--- src/rtl/jtag_axi_txn_ctrl.sv ---
// JTAG-side AXI4-Lite single-transaction master: one read or write per txn_start rising edge.
// Optional abort-on-timeout counter is built when JTAG_AXI_TIMEOUT_EN is defined.
module jtag_axi_txn_ctrl #(
  parameter int unsigned ADDR_WIDTH     = 32,
  parameter int unsigned DATA_WIDTH     = 32,
  parameter int unsigned TIMEOUT_CYCLES = 4096
) (
  input  logic                  tck,
  input  logic                  trstn,
  input  logic                  txn_start,
  input  logic                  txn_rnw,
  input  logic [1:0]            txn_size,
  input  logic [ADDR_WIDTH-1:0] txn_addr,
  input  logic [DATA_WIDTH-1:0] txn_wdata,
  output logic                  txn_busy,
  output logic                  txn_done,
  output logic [2:0]            txn_status,
  output logic [DATA_WIDTH-1:0] txn_rdata,
  output logic                  m_awvalid,
  input  logic                  m_awready,
  output logic [ADDR_WIDTH-1:0] m_awaddr,
  output logic [2:0]            m_awsize,
  output logic [2:0]            m_awprot,
  output logic                  m_wvalid,
  input  logic                  m_wready,
  output logic [DATA_WIDTH-1:0] m_wdata,
  output logic [3:0]            m_wstrb,
  input  logic                  m_bvalid,
  output logic                  m_bready,
  input  logic [1:0]            m_bresp,
  output logic                  m_arvalid,
  input  logic                  m_arready,
  output logic [ADDR_WIDTH-1:0] m_araddr,
  output logic [2:0]            m_arsize,
  output logic [2:0]            m_arprot,
  input  logic                  m_rvalid,
  output logic                  m_rready,
  input  logic [DATA_WIDTH-1:0] m_rdata,
  input  logic [1:0]            m_rresp
);

  typedef enum logic [2:0] {IDLE, WR_REQ, WR_RESP, RD_REQ, RD_RESP} state_t;

  state_t                state_q, state_d;
  logic                  start_q;
  logic                  aw_done_q, aw_done_d, w_done_q, w_done_d;
  logic                  awvalid_d, wvalid_d, bready_d, arvalid_d, rready_d;
  logic [ADDR_WIDTH-1:0] awaddr_d, araddr_d;
  logic [2:0]            awsize_d, arsize_d, status_d;
  logic [DATA_WIDTH-1:0] wdata_d, rdata_d;
  logic [3:0]            wstrb_d;
  logic                  busy_d, done_d;
  logic                  start_edge, aw_hs, w_hs, timeout_hit;
  logic [2:0]            size_axi;
  logic [3:0]            strb_new;

  assign m_awprot   = '0;
  assign m_arprot   = '0;
  assign start_edge = txn_start & ~start_q;
  assign aw_hs      = m_awvalid & m_awready;
  assign w_hs       = m_wvalid & m_wready;
  assign size_axi   = (txn_size == 2'd3) ? 3'd2 : {1'b0, txn_size};

  always_comb begin
    strb_new = 4'hF;
    case (txn_size)
      2'd0:    strb_new = 4'b0001 << txn_addr[1:0];
      2'd1:    strb_new = 4'b0011 << {txn_addr[1], 1'b0};
      default: strb_new = 4'hF;
    endcase
  end

  function automatic logic [2:0] resp_status(input logic [1:0] resp);
    case (resp)
      2'b10:   return 3'd1;
      2'b11:   return 3'd2;
      default: return 3'd0;
    endcase
  endfunction

`ifdef JTAG_AXI_TIMEOUT_EN
  localparam int unsigned CNT_W = $clog2(TIMEOUT_CYCLES + 1);
  logic [CNT_W-1:0] cnt_q;

  always_ff @(posedge tck) begin
    if (!trstn || state_q == IDLE) cnt_q <= '0;
    else                           cnt_q <= cnt_q + 1'b1;
  end

  // >= so a timeout pre-empted by a handshake still fires in the next state
  assign timeout_hit = (state_q != IDLE) && (cnt_q >= CNT_W'(TIMEOUT_CYCLES - 1));
`else
  assign timeout_hit = 1'b0;
`endif

  always_comb begin
    state_d   = state_q;
    aw_done_d = aw_done_q;
    w_done_d  = w_done_q;
    awvalid_d = m_awvalid;
    wvalid_d  = m_wvalid;
    bready_d  = m_bready;
    arvalid_d = m_arvalid;
    rready_d  = m_rready;
    awaddr_d  = m_awaddr;
    araddr_d  = m_araddr;
    awsize_d  = m_awsize;
    arsize_d  = m_arsize;
    wdata_d   = m_wdata;
    wstrb_d   = m_wstrb;
    rdata_d   = txn_rdata;
    status_d  = txn_status;
    busy_d    = txn_busy;
    done_d    = 1'b0;
    case (state_q)
      IDLE: begin
        if (start_edge) begin
          busy_d    = 1'b1;
          status_d  = 3'd4;
          aw_done_d = 1'b0;
          w_done_d  = 1'b0;
          if (txn_rnw) begin
            state_d   = RD_REQ;
            arvalid_d = 1'b1;
            araddr_d  = txn_addr;
            arsize_d  = size_axi;
          end else begin
            state_d   = WR_REQ;
            awvalid_d = 1'b1;
            wvalid_d  = 1'b1;
            awaddr_d  = txn_addr;
            awsize_d  = size_axi;
            wdata_d   = txn_wdata;
            wstrb_d   = strb_new;
          end
        end
      end
      WR_REQ: begin
        if (aw_hs) begin
          awvalid_d = 1'b0;
          aw_done_d = 1'b1;
        end
        if (w_hs) begin
          wvalid_d = 1'b0;
          w_done_d = 1'b1;
        end
        if ((aw_done_q | aw_hs) && (w_done_q | w_hs)) begin
          state_d  = WR_RESP;
          bready_d = 1'b1;
        end
      end
      WR_RESP: begin
        if (m_bvalid) begin
          state_d  = IDLE;
          bready_d = 1'b0;
          status_d = resp_status(m_bresp);
          busy_d   = 1'b0;
          done_d   = 1'b1;
        end
      end
      RD_REQ: begin
        if (m_arready) begin
          state_d   = RD_RESP;
          arvalid_d = 1'b0;
          rready_d  = 1'b1;
        end
      end
      RD_RESP: begin
        if (m_rvalid) begin
          state_d  = IDLE;
          rready_d = 1'b0;
          rdata_d  = m_rdata;
          status_d = resp_status(m_rresp);
          busy_d   = 1'b0;
          done_d   = 1'b1;
        end
      end
      default: state_d = IDLE;
    endcase
    // abort only when no handshake moved the FSM this cycle
    if (timeout_hit && state_d == state_q) begin
      state_d   = IDLE;
      awvalid_d = 1'b0;
      wvalid_d  = 1'b0;
      bready_d  = 1'b0;
      arvalid_d = 1'b0;
      rready_d  = 1'b0;
      status_d  = 3'd3;
      busy_d    = 1'b0;
      done_d    = 1'b1;
    end
  end

  always_ff @(posedge tck) begin
    if (!trstn) begin
      state_q    <= IDLE;
      start_q    <= 1'b0;
      aw_done_q  <= 1'b0;
      w_done_q   <= 1'b0;
      m_awvalid  <= 1'b0;
      m_wvalid   <= 1'b0;
      m_bready   <= 1'b0;
      m_arvalid  <= 1'b0;
      m_rready   <= 1'b0;
      m_awaddr   <= '0;
      m_araddr   <= '0;
      m_awsize   <= '0;
      m_arsize   <= '0;
      m_wdata    <= '0;
      m_wstrb    <= '0;
      txn_rdata  <= '0;
      txn_status <= '0;
      txn_busy   <= 1'b0;
      txn_done   <= 1'b0;
    end else begin
      state_q    <= state_d;
      start_q    <= txn_start;
      aw_done_q  <= aw_done_d;
      w_done_q   <= w_done_d;
      m_awvalid  <= awvalid_d;
      m_wvalid   <= wvalid_d;
      m_bready   <= bready_d;
      m_arvalid  <= arvalid_d;
      m_rready   <= rready_d;
      m_awaddr   <= awaddr_d;
      m_araddr   <= araddr_d;
      m_awsize   <= awsize_d;
      m_arsize   <= arsize_d;
      m_wdata    <= wdata_d;
      m_wstrb    <= wstrb_d;
      txn_rdata  <= rdata_d;
      txn_status <= status_d;
      txn_busy   <= busy_d;
      txn_done   <= done_d;
    end
  end

endmodule

--- config.mk ---
export PLATFORM = sky130hd
export DESIGN_NAME = jtag_axi_txn_ctrl
export DESIGN_NICKNAME = d
export VERILOG_FILES = /design/src/rtl/jtag_axi_txn_ctrl.sv
export SDC_FILE = /design/constraint.sdc
export NUM_CORES = 1
export LEC_CHECK = 0
export ABC_AREA = 1
export CAP_MARGIN = 0
export CELL_PAD_IN_SITES_DETAIL_PLACEMENT = 2
export CELL_PAD_IN_SITES_GLOBAL_PLACEMENT = 2
export CORE_MARGIN = 5
export CORE_UTILIZATION = 19
export CTS_CLUSTER_DIAMETER = 120
export DETAILED_ROUTE_END_ITERATION = 16
export PLACE_DENSITY = 0.78
export SLEW_MARGIN = 20
export SYNTH_ARGS = -nofsm -noshare
export SYNTH_HDL_FRONTEND = slang
export SYNTH_SLANG_ARGS = --single-unit
--- constraint.sdc ---
create_clock -name tck -period 1.4 [get_ports tck]
set_input_delay 0.21 -clock tck [delete_from_list [all_inputs] [get_ports tck]]
set_output_delay 0.21 -clock tck [all_outputs]
set_load 0.05 [all_outputs]
==> flow_metrics.py, run 1 <==
metrics = {
    "cts": {
        "cts_tree": "yes",
        "clkLatencyLatePin_ps": 420,
        "clk_path_buf_depth": 2,
        "cts_buffers": 17,
        "holdBufCountCts": 0,
        "clock-sinks": 151,
        "root_buffer": "clkbuf_16",
        "htreeDepth": 4,
        "clk_pin_slew_ps": 70,
    },
    "floorplanning": {
        "die_w_um": 181,
        "pin_count": 265,
        "core-area_mm2": 0.0288,
        "initial_core_util": 0.193,
        "dieArea_mm2": 0.0328,
        "chipHeight_um": 181,
        "rows": 62,
    },
    "outcome": {
        "violations": "setup timing",
        "status": "finished with violations",
    },
    "drt": {
        "wirelength_um": 29200,
        "drtPass1Iterations": 4,
        "postRouteAntennaNets": 0,
        "vias_per_cell": 4.40,
        "via_count": 6272,
        "drc_errors": 0,
        "first_iter_violations": 215,
        "wl_per_cell_um": 20.5,
    },
    "worst_setup_path": {
        "start_kind": "flip-flop",
        "r2r_setup_slack_ps": -160,
        "crit_type": "reg2reg",
        "cp.required_ps": 1750,
        "critical_path_arrival_ps": 1910,
        "critPathMaxFanout": 10,
        "cp-end-kind": "flip-flop",
    },
    "yosys": {
        "synthCells": 731,
        "synth-compound-area-share": 0.137,
        "yosys.area_share.simple": 0.255,
        "yosys-top-cells-area": "dfxtp_1 54%, nor2_1 15%, o21ai_0 8.2%",
        "synth_top_area_cell": "dfxtp_1",
        "synth_common_cells": "219 x nor2_1, 151 x dfxtp_1, 91 x o21ai_0, 74 x nand2_1, 49 x nand3_1",
        "synth_ff_type": "dfxtp_1",
        "synth_most_common_cell": "nor2_1",
        "synth-xor-area-share": 0,
        "netlist_area_mm2": 0.00556,
        "synth_seq_area_share": 0.544,
        "ys_async_sr_fraction": 0,
        "ys_types": 24,
        "yosys.area.top_type_share": 0.544,
        "yosys.area_share.adder": 0,
        "synthMuxAreaShare": 0,
        "synth-edff-count": 0,
        "yosysWarnings": 0,
        "ys_ff_latch": 151,
        "synth_top_family_by_area": "simple AND/OR/NAND/NOR gates",
        "avgSynthCellArea_um2": 7.61,
    },
    "global_routing": {
        "grt_pass1_vias": 7105,
        "gr-total-overflow": 0,
        "grtUsageTotal": 0.168,
        "grt_pass1_wl_um": 43100,
        "antenna_found_initial": 1,
        "grt_max_degree": 48,
    },
    "sta": {
        "fin_setup_tns_ps": -14550,
        "drv_slew": 0,
        "period_share": 1.12,
        "fin_crit_ps": 1560,
        "final.setup.worst_slack_ps": -162,
        "whs_ps": 163,
        "setup_viol": 142,
        "hold_viol_final": 0,
        "rsz0062_at_grt": "true",
        "finClkSkew_ps": 10.2,
        "fmax_ghz": 0.640,
    },
    "finish": {
        "drive_gt1_frac": 0.357,
        "area_growth_pct": 115,
        "final_core_util": 0.415,
        "finalNetCount": 1138,
        "stdcell_count": 1426,
        "fin_area_mm2": 0.0120,
    },
    "place": {
        "dpl_worst_slack_ps": -519,
        "dp_cells": 1365,
        "gp_congestion": 0.742,
        "numPortBuffers": 256,
        "dp_hpwl_um": 19300,
        "placed_area_mm2": 0.0103,
    },
    "power_and_ir_drop": {
        "powerDensity_mw_per_mm2": 1560,
        "irDropWorstVdd_v": 0.000576,
        "leakagePower_nw": 4.74,
        "total_power_mw": 18.7,
    },
    "job": {
        "maxCapViolCount": 0,
    },
    "worst_hold_path": {
        "hold_class": "in2reg",
    },
}
## logic make-up after synthesis
| kind of cell | Yosys count |
|---|---|
| other cells | 1 |
| simple gates | 350 |
| buf+inv | 77 |
| compound gates | 152 |
| flops | 151 |
## sequential cells by signal, indices dropped and copies added (netlist names), 2 cells and up
| register | count |
|---|---|
| m_araddr | 32 |
| m_awaddr | 32 |
| m_wdata | 32 |
| txn_rdata | 32 |
| m_wstrb | 4 |
| state_q | 3 |
| m_arsize | 2 |
| m_awsize | 2 |
| txn_status | 2 |
## repair_timing
action	CTS	global route
resized for setup	100	104
gates cloned	8	7
setup endpoints to repair	141	147
setup buffers	9	5
pin swaps	8	33
## routing by layer
| metal | routed length (um) | vias up | global-route usage |
|---|---|---|---|
| li1 | - | 2955 | - |
| met1 | 11500 | 3103 | 0.187 |
| met2 | 15200 | 187 | 0.300 |
| met3 | 2160 | 27 | 0.0674 |
| met4 | 469 | 0 | 0.0423 |
| met5 | 0 | - | 0 |
## worst paths after layout
path,start,end,cells past startpoint
worst max-delay path,state_q[1],txn_rdata[16],8
worst min-delay path,trstn,txn_status[0],3
worst max register to register,state_q[1],txn_rdata[16],8
worst min register to register,w_done_q,w_done_q,2
## layout by cell type (no fill, tap or decap), types with 4 or more instances in the layout
cell type,synthesis,routed
clkbuf_16,0,24
clkdlybuf4s50_1,0,109
nor2_2,1,46
o21ai_2,0,15
buf_12,0,161
o21ai_1,11,25
dfxtp_1,151,149
nand2_1,74,64
nand3_2,0,4
inv_6,0,5
nand3_1,49,42
o21ai_0,91,59
buf_4,10,31
nor2_4,1,16
inv_1,18,14
nand2_2,1,9
a21oi_2,0,12
buf_6,2,8
clkinv_4,0,4
nor2_1,219,159
a21oi_1,48,35
conb_1,1,8
buf_16,0,7
## worst max-delay path, stage by stage, from the launching register on
cell and delay (ps):
dfxtp_2 340, nor2_4 160, buf_4 150, inv_1 70
nor2_4 180, buf_4 180, clkbuf_16 170, nand3_2 90
a21oi_2 160
## final cells by class
class	instances	area [um2]
Inverter	21	97.6
Antenna cell	2	5.00
Clock inverter	14	140
Tap cell	384	480
Timing Repair Buffer	326	5080
Multi-Input combinational cell	510	2680
Clock buffer	18	439
Sequential cell	151	3030
Fill cell	3002	16800
## power breakdown
| part | internal (mW) | leakage [nW] | switching, mW |
|---|---|---|---|
| Combinational | 3.89 | 3.23 | 4.48 |
| Sequential | 4.91 | 1.23 | 0.693 |
| Clock | 2.55 | 0.280 | 2.15 |
| Total | 11.3 | 4.74 | 7.32 |
Power figures use the tool's default switching activity.
==> run 2, diff against run 1 <==
--- a/config.mk
+++ b/config.mk
@@ -12,6 +12,7 @@
 export CORE_MARGIN = 5
 export CORE_UTILIZATION = 19
 export CTS_CLUSTER_DIAMETER = 120
+export CTS_CLUSTER_SIZE = 25
 export DETAILED_ROUTE_END_ITERATION = 16
 export PLACE_DENSITY = 0.78
 export SLEW_MARGIN = 20
==> results of run 2 <==
No change in the layout: final DEF, timing and power equal those of run 1.
==> run 3, diff against run 2 <==
--- a/config.mk
+++ b/config.mk
@@ -9,11 +9,11 @@
 export CAP_MARGIN = 0
 export CELL_PAD_IN_SITES_DETAIL_PLACEMENT = 2
 export CELL_PAD_IN_SITES_GLOBAL_PLACEMENT = 2
-export CORE_MARGIN = 5
 export CORE_UTILIZATION = 19
 export CTS_CLUSTER_DIAMETER = 120
 export CTS_CLUSTER_SIZE = 25
 export DETAILED_ROUTE_END_ITERATION = 16
+export GPL_ROUTABILITY_DRIVEN = 0
 export PLACE_DENSITY = 0.78
 export SLEW_MARGIN = 20
 export SYNTH_ARGS = -nofsm -noshare
==> run 3 against run 2 <==
The flow still finishes with violations (setup timing). Cell count is 0.14% higher. Sequential power hardly changed. Critical path type unchanged. Largest power group unchanged. Highest routed layer unchanged. Critical path depth is 1 lower. Clock skew is 2.0 ps higher.
==> flow_metrics.py, run 3 (same netlist as run 1, synthesis figures left out) <==
metrics = {
    "worst_setup_path": {
        "cp.required_ps": 1760,
        "slowest_delay_ps": 340,
        "cp.depth": 7,
        "r2r-end": "m_wdata[28]",
        "cp_top_family": "simple AND/OR/NAND/NOR gates",
        "cp-startpoint": "state_q[1]",
        "r2r_setup_slack_ps": -190,
        "critPathMaxFanout": 8,
        "critPathBufInv": 2,
        "critical_path_arrival_ps": 1950,
        "reg2regPathDepth": 7,
        "crit_type": "reg2reg",
        "worstSetupEndpoint": "m_wdata[28]",
        "cpMaxStageDelayCell": "dfxtp_2",
        "reg2reg_from": "state_q[1]",
        "crit_chain": "nor2_4, nand2_4, nor3_4, buf_6, clkbuf_16, o21ai_0, nor2_1",
        "start_kind": "flip-flop",
        "cp-end-kind": "flip-flop",
    },
    "drt": {
        "postRouteAntennaNets": 0,
        "drtPass1Iterations": 4,
        "vias_per_cell": 4.39,
        "wl_per_cell_um": 20.8,
        "drc_errors": 0,
        "wirelength_um": 29600,
        "via_count": 6275,
        "first_iter_violations": 272,
    },
    "sta": {
        "drv_slew": 0,
        "setup_viol": 128,
        "fin_crit_ps": 1590,
        "fmax_ghz": 0.630,
        "tightest_slew_ps": 767,
        "slew-limit-headroom": 0.489,
        "rsz0062_at_grt": "true",
        "finClkSkew_ps": 12.2,
        "hold_viol_final": 0,
        "final.setup.worst_slack_ps": -188,
        "period_share": 1.13,
    },
    "finish": {
        "final.fill_count": 2905,
        "drive_gt1_frac": 0.419,
        "layout_commonest_cell": "buf_12",
        "stdcell_count": 1428,
        "multi_input_area_mm2": 0.00303,
        "fin_area_mm2": 0.0124,
        "ff_latch_area_mm2": 0.00303,
        "layout_common_cells": "159 x buf_12, 154 x nor2_1, 149 x dfxtp_1, 109 x clkdlybuf4s50_1, 62 x o21ai_0",
        "finalNetCount": 1141,
        "area_growth_pct": 122,
    },
    "cts": {
        "clk_path_buf_depth": 2,
        "cts_buffers": 17,
        "htreeDepth": 4,
        "root_buffer": "clkbuf_16",
        "clk_pin_slew_ps": 80,
        "clkLatencyLatePin_ps": 430,
        "cts_tree": "yes",
        "holdBufCountCts": 0,
        "clock-sinks": 151,
    },
    "place": {
        "numPortBuffers": 256,
        "placed_area_mm2": 0.0103,
        "dp_hpwl_um": 18200,
        "dp_cells": 1368,
    },
    "power_and_ir_drop": {
        "powerDensity_mw_per_mm2": 1540,
        "irDropWorstVdd_v": 0.000700,
        "leakagePower_nw": 4.81,
        "total_power_mw": 19.1,
    },
    "global_routing": {
        "antenna_found_initial": 1,
        "grt_pass1_vias": 6958,
        "grt_max_degree": 65,
        "grt_pass1_wl_um": 41000,
        "grtUsageTotal": 0.179,
        "gr-total-overflow": 0,
    },
    "floorplanning": {
        "chipHeight_um": 173,
        "core-area_mm2": 0.0288,
        "die_w_um": 173,
        "rows": 62,
        "initial_core_util": 0.193,
        "pin_count": 265,
        "dieArea_mm2": 0.0300,
    },
    "outcome": {
        "violations": "setup timing",
        "status": "finished with violations",
    },
    "worst_hold_path": {
        "hold_class": "in2reg",
    },
    "job": {
        "maxCapViolCount": 0,
    },
}
run 3: cell types whose count changed in the layout (fill, tap and decap cells not counted), moves of 6 or more:
cell / previous run / this run
nand3_1: 42 / 35
nand3_2: 4 / 12
a21oi_2: 12 / 34
o21ai_2: 15 / 22
nand2_1: 64 / 38
nand2_2: 9 / 2
a21oi_1: 35 / 14
o21ai_1: 25 / 17
nor2_2: 46 / 52
nand2_4: 2 / 34
run 3: where the power goes:
group	total, mW	switching [mW]	internal [mW]
clock	5.30	2.22	3.08
sequential	5.61	0.698	4.91
combinational	8.16	4.36	3.80
total	19.1	7.28	11.8
run 3: worst register-to-register path, delay by kind of cell (launching register included):
family                 cells  cell delay [ps]
AO/OA/AOI/OAI              1              110
AND/OR/NAND/NOR            4              640
flip-flops                 1              340
buffers and inverters      2              430
run 3: timing repair:
action / in CTS / in global routing
gates cloned: 5 / 12
buffers inserted: 10 / 5
setup endpoints to repair: 142 / 149
resized for setup: 97 / 200
pin swaps: 13 / 30
run 3: per-stage QoR:
step | util | setup slack (ps) | TNS, ps | hold slack [ps]
global placement | 0.357 | -366 | -36130 | 449
global route | 0.430 | -256 | -22290 | 288
CTS | 0.397 | -109 | -7050 | 279
finish | 0.430 | -188 | -10130 | 297
detailed placement | 0.357 | -448 | -43980 | 461
floorplan | - | -65.5 | -1680 | 303
run 3: final cells by class:
type / count / share of cell area
antenna: 1 / 0.000202
tap: 384 / 0.0389
sequential: 151 / 0.245
inverter: 21 / 0.00718
clock inverter: 15 / 0.0187
multi-input combinational: 510 / 0.245
timing repair buffer: 329 / 0.411
clock buffer: 17 / 0.0344
run 3: how the worst min path moves through the flow:
stage | startpoint | endpoint | slack [ps] | cells after the start
2_1_floorplan | txn_start | start_q | 300 | 2
3_3_place_gp | aw_done_q | aw_done_q | 450 | 2
3_5_place_dp | w_done_q | w_done_q | 460 | 2
4_1_cts | trstn | m_araddr[14] | 280 | 4
5_1_grt | trstn | m_wdata[27] | 290 | 4
6_report | trstn | m_wdata[27] | 300 | 4
run 3: routing by layer:
metal	vias up	part of all wire	GRT usage
li1	2952	-	-
met1	3109	0.39	0.193
met2	187	0.54	0.325
met3	27	0.061	0.0638
met4	0	0.014	0.0513
met5	-	0	0
